[config.mk]
export PLATFORM = sky130hd
export DESIGN_NAME = alu_mult_sequencer
export DESIGN_NICKNAME = d
export VERILOG_FILES = /design/src/rtl/alu_mult_sequencer.sv
export SDC_FILE = /design/constraint.sdc
export NUM_CORES = 1
export LEC_CHECK = 0
export ABC_AREA = 1
export BUFFER_PORTS_ARGS = -buffer_cell sky130_fd_sc_hd__buf_2
export CAP_MARGIN = 10
export CORE_ASPECT_RATIO = 0.8
export CORE_UTILIZATION = 51
export DETAILED_ROUTE_END_ITERATION = 16
export GPL_ROUTABILITY_DRIVEN = 1
export GPL_TIMING_DRIVEN = 1
export PLACE_DENSITY_LB_ADDON = 0.12
export SLEW_MARGIN = 20
export SYNTH_ARGS = -nofsm -noshare
export SYNTH_HDL_FRONTEND = slang
export SYNTH_SLANG_ARGS = --single-unit
export TNS_END_PERCENT = 10
[constraint.sdc]
create_clock -name clk -period 1.8 [get_ports clk]
set_clock_uncertainty 0.05 [all_clocks]
set_input_delay 0.09 -clock clk [delete_from_list [all_inputs] [get_ports clk]]
set_output_delay 0.09 -clock clk [all_outputs]
set_load 0.02 [all_outputs]
[src/rtl/alu_mult_sequencer.sv]
// alu_mult_sequencer
// Multi-cycle unsigned shift-and-add multiplier that borrows the shared
// 32-bit ALU as its only adder. The control unit starts it with start and
// sees busy while it runs. A one-cycle done pulse marks the cycle in which
// product becomes valid.
//
// Ports
//   clk           rising-edge clock
//   reset         synchronous, active-high reset (highest priority)
//   start         multiply request, sampled only in IDLE
//   multiplicand  operand A, sampled with an accepted start
//   multiplier    operand B, sampled with an accepted start
//   busy          high while in RUN (registered)
//   done          one-cycle pulse, product valid from here on (registered)
//   product       zero-extended A*B, held until the next result is loaded
//   alu_a/alu_b   ALU operands, decoded from state and registers
//   alu_op        ALU opcode: 3'b101 ADD in RUN, 3'b000 AND otherwise
//   alu_result    combinational ALU result for the current alu_a/b/op
module alu_mult_sequencer #(
  parameter int OP_WIDTH   = 16,
  parameter bit EARLY_EXIT = 1'b1
) (
  input  logic                clk,
  input  logic                reset,
  input  logic                start,
  input  logic [OP_WIDTH-1:0] multiplicand,
  input  logic [OP_WIDTH-1:0] multiplier,
  output logic                busy,
  output logic                done,
  output logic [31:0]         product,
  output logic [31:0]         alu_a,
  output logic [31:0]         alu_b,
  output logic [2:0]          alu_op,
  input  logic [31:0]         alu_result
);

  localparam int              CNT_W     = (OP_WIDTH > 1) ? $clog2(OP_WIDTH) : 1;
  localparam logic [CNT_W-1:0] CNT_LAST = CNT_W'(OP_WIDTH - 1);
  localparam logic [2:0]      OP_ADD    = 3'b101;
  localparam logic [2:0]      OP_AND    = 3'b000;

  typedef enum logic [1:0] {IDLE, RUN, DONE} state_t;

  state_t              state;
  logic [31:0]         acc;
  logic [31:0]         mcand_sh;
  logic [OP_WIDTH-1:0] mplier;
  logic [CNT_W-1:0]    count;

  logic [OP_WIDTH-1:0] mplier_nxt;
  logic                run_last;
  logic [31:0]         acc_nxt;

  assign mplier_nxt = mplier >> 1;
  // Stop after the last bit position, or early once no set multiplier
  // bits remain above the one consumed this cycle.
  assign run_last   = (count == CNT_LAST) || (EARLY_EXIT && (mplier_nxt == '0));
  // Partial sum after this cycle: add the shifted multiplicand only when
  // the current multiplier bit is set.
  assign acc_nxt    = mplier[0] ? alu_result : acc;

  // ALU is only driven with real operands in RUN; otherwise it sees a
  // quiescent AND of zeros so it does not toggle for nothing.
  always_comb begin
    alu_a  = '0;
    alu_b  = '0;
    alu_op = OP_AND;
    if (state == RUN) begin
      alu_a  = acc;
      alu_b  = mcand_sh;
      alu_op = OP_ADD;
    end
  end

  always_ff @(posedge clk) begin
    if (reset) begin
      state    <= IDLE;
      busy     <= 1'b0;
      done     <= 1'b0;
      product  <= '0;
      acc      <= '0;
      mcand_sh <= '0;
      mplier   <= '0;
      count    <= '0;
    end else begin
      case (state)
        IDLE: begin
          busy <= 1'b0;
          done <= 1'b0;
          if (start) begin
            acc      <= '0;
            mcand_sh <= 32'(multiplicand);
            mplier   <= multiplier;
            count    <= '0;
            if (EARLY_EXIT && (multiplier == '0)) begin
              // Nothing to add: finish immediately with a zero product.
              state   <= DONE;
              done    <= 1'b1;
              product <= '0;
            end else begin
              state <= RUN;
              busy  <= 1'b1;
            end
          end
        end

        RUN: begin
          acc      <= acc_nxt;
          mcand_sh <= mcand_sh << 1;
          mplier   <= mplier_nxt;
          count    <= count + 1'b1;
          if (run_last) begin
            // Final sum is loaded on the same edge, so done and a valid
            // product appear together in the next cycle.
            state   <= DONE;
            busy    <= 1'b0;
            done    <= 1'b1;
            product <= acc_nxt;
          end
        end

        DONE: begin
          // start is ignored here; a new request is taken in IDLE.
          state <= IDLE;
          busy  <= 1'b0;
          done  <= 1'b0;
        end

        default: begin
          state <= IDLE;
          busy  <= 1'b0;
          done  <= 1'b0;
        end
      endcase
    end
  end

endmodule

==> results.md <==
* Count of final hold-check violations at 0
* CTS tree: built
* Unique cell type count in the Yosys netlist at 25
* Most frequent cells in the layout: 174 x nand2_1, 166 x buf_2, 148 x nor2_1
* Met3 wire length at 993 um
* Crit path DAT at approximately 1.6 ns
* Met1 wire length at 6860 um
* Most prevalent standard cell on the critical path: inv_4
* Top_reg_cell synth: dfxtp_1
* Iteration-0 DRC Markers at 378
* Post-Syn Nets at 885
* Last weighted congestion value of the routability-driven placer at between 0.8 and 0.9
* Largest buffer count on any clock path at 2
* Cell type group with the largest total delay on the critical path: buffers and inverters
* Clock root buffer: clkbuf_16
* Initial antenna violation count at 0
* Total power draw at 8.24 mW
* DP Wirelength at 9230 um
* Largest net degree at the start of global routing at roughly 60
* Vias at 5874
* Via count of the first global-routing pass at 5252
* Total wire length at 15300 um
* Slowest cell on crit path: dfxtp_1
* Worst Path Buf+Inv at 5
* Portion of netlist area occupied by mux cells at 0%
* Most common library cell in the layout ignoring fill and taps: nand2_1
* Placeable core region at around 10000 um^2
* Critical-path maximum fanout at 21
* Critical Path Sink Type: primary output
* Minimum clock period at 1.72 ns
* Worst rel slew slack at between 60% and 70%
* Met2 wire length at 7100 um
* Synth Area in Compound Gates at 18.3%
* Highest routed layer: met4
* Placement-stage cell area at between 6000 and 7000 um^2
* Cell chain of the critical path: inv_4, nand2_8, inv_4, buf_12, nand2_1, inv_1, buf_2
* TNS Setup at 0 ns
* Hold WS at 0.00953 ns
* Iteration count of the initial detailed-routing pass at 6
* Adder-cell share of the synthesized area at 0.229%
* Worst-path clk slew at 0.06 ns
* Average wire length per cell after detail routing at 13.2 um
* Wire length of the first global-routing pass at 24500 um
* Number of enable-type register cells in the synthesized netlist at 0
* Total routing resource utilization after global routing at between 20 and 30%
* Diodes inserted at 0
* Average via count per standard cell at roughly 5.1
* Antenna Nets Post-Route at 0
* Die Ht at 94.6 um
* Largest family of logic cells by synthesized area: simple AND/OR/NAND/NOR gates
* Number of flip-flops and latches in the synthesized netlist at 120
* Port bufs at 166
* Number of clock sinks seen by CTS at 120
* Yosys Warn Count at 0
* Slew at the pin with the worst max-slew slack at about 0.56 ns
* Setup repair after global routing missed its margin: false
* Count of pins over their slew limit at 0
* Cell row count at 33
* Delay of the slowest cell on the worst path at ~0.34 ns
* CTS H-Tree Depth at 4
* Finished layout cell area at 7560 um^2
* P_leak at 3.69 nW
* Power density over the cells at 1090 nW/um^2
* Total CTS buffers at 17
* Post-synthesis cell count at 817
* Post-synthesis instance area at 5470 um^2
* Sort of element at the start of the critical path: flop
* Synthesis-to-layout area growth at 38.3%
* Initial cell density of the core at 53.0%
* Simple-gate share of the synthesized area at approximately a quarter
* Classification of the worst-slack hold path: primary input to flop
* Setup violations, final at 0
* Period utilisation layout at 95.3%
* Result of the run: finished clean
* VDD IR max at 694 uV
* Reported max-cap violation count at 0
* Area of the die at 11100 um^2
* Width of the die at 118 um
* Layout Nets at 1074
* Syn_area_per_cell at 6.70 um^2
* Remaining global-route overflow at 0
* Clk_lat worst skew at between 0.4 and 0.5 ns
* Highest clock frequency the design can meet at about 0.58 GHz
* Fraction of the yosys area taken by sequential cells at around 44%
* Worst Path Required at 1.66 ns
* Share of final-layout standard cells stronger than drive strength 1 at 23.0%
* Fraction of synthesis flops using an asynchronous set or reset pin at 0%
* Post-route DRC at 0
* Post-Synth XOR/XNOR Area at 0%
* Worst Path Class, Setup: flop to primary output
* I/O pin count at between 150 and 200
-- cells in the mapped netlist (2+ instances only) --
cell	count	area share [%]
a21oi_1	76	7.0
a221oi_1	14	2.2
a31oi_1	15	1.7
buf_2	31	2.8
buf_4	2	0.27
clkbuf_1	23	1.6
dfxtp_1	120	44
inv_1	104	7.1
inv_2	12	0.82
nand2_1	174	12
nand2_2	2	0.23
nand3_1	3	0.27
nand4_1	13	1.5
nor2_1	149	10
o21a_1	14	1.9
o21ai_0	55	5.0
o21ai_1	2	0.18
-- stage by stage --
step / worst slack (ns) / cells / util (%)
after detailed placement: 0.0794 / 1081 / 62.3
after floorplan: 0.421 / 817 / -
after global routing: 0.0149 / 1159 / 73.3
final: 0.0849 / 1159 / 73.3
after global placement: 0.149 / 1081 / 62.3
after CTS: 0.0169 / 1157 / 73.0
-- logic make-up (layout without fill, tap and decap cells) --
group,count (synthesis),in the layout
other,1,1
flip-flops,120,120
adder cells (fa/ha/maj),1,1
buffers and inverters,174,375
AO/OA/AOI/OAI,178,178
AND/OR/NAND/NOR,343,344
-- flip-flops by register name (all words and copies together), names as in the netlist --
| signal | cells |
|---|---|
| mplier | 16 |
| mcand_sh | 32 |
| busy | 1 |
| done | 1 |
| product | 32 |
| count | 4 |
| state | 2 |
| acc | 32 |
-- area by class of cell --
type	instances	area, um^2
Tap cell	140	175
Sequential cell	120	2410
Multi-Input combinational cell	524	2410
Inverter	117	444
Timing Repair Buffer	226	1510
Clock inverter	12	175
Clock buffer	20	447
Fill cell	843	2760
-- layer usage --
metal | vias up | GRT usage, %
met5 | - | 0
met4 | 0 | 11.5
met3 | 33 | 6.16
met2 | 225 | 45.5
met1 | 2673 | 35.3
li1 | 2943 | -
-- power by group --
group | switching, mW | total [mW] | internal [mW]
combinational | 1.05 | 1.66 | 0.613
clock | 1.21 | 3.56 | 2.35
sequential | 0.124 | 3.01 | 2.89
total | 2.39 | 8.24 | 5.85
-- worst paths after layout --
kind                   from      endpoint  slack, ns  cells past startpoint
max                state[1]     alu_b[15]       0.08                      7
min          alu_result[29]       acc[29]       0.01                      3
max reg2reg        count[0]    product[9]       0.17                     10
min reg2reg    mcand_sh[17]  mcand_sh[17]       0.41                      2
-- worst register-to-register path: cells and delay by family (launching register included) --
kind	cells	cell delay [ns]
simple gates	7	0.60
fa+ha+maj	1	0.23
buf+inv	2	0.31
flops	1	0.34
-- what timing repair did --
action / in CTS / in global routing
setup buffers: 0 / 1
pin swaps: 0 / 1
cloned: 1 / 1
endpoints found under the hold margin: 43 / 0
hold buffers: 43 / 0
setup endpoints to repair: 32 / 30
gates resized for setup: 4 / 4
Power figures use the tool's default switching activity.
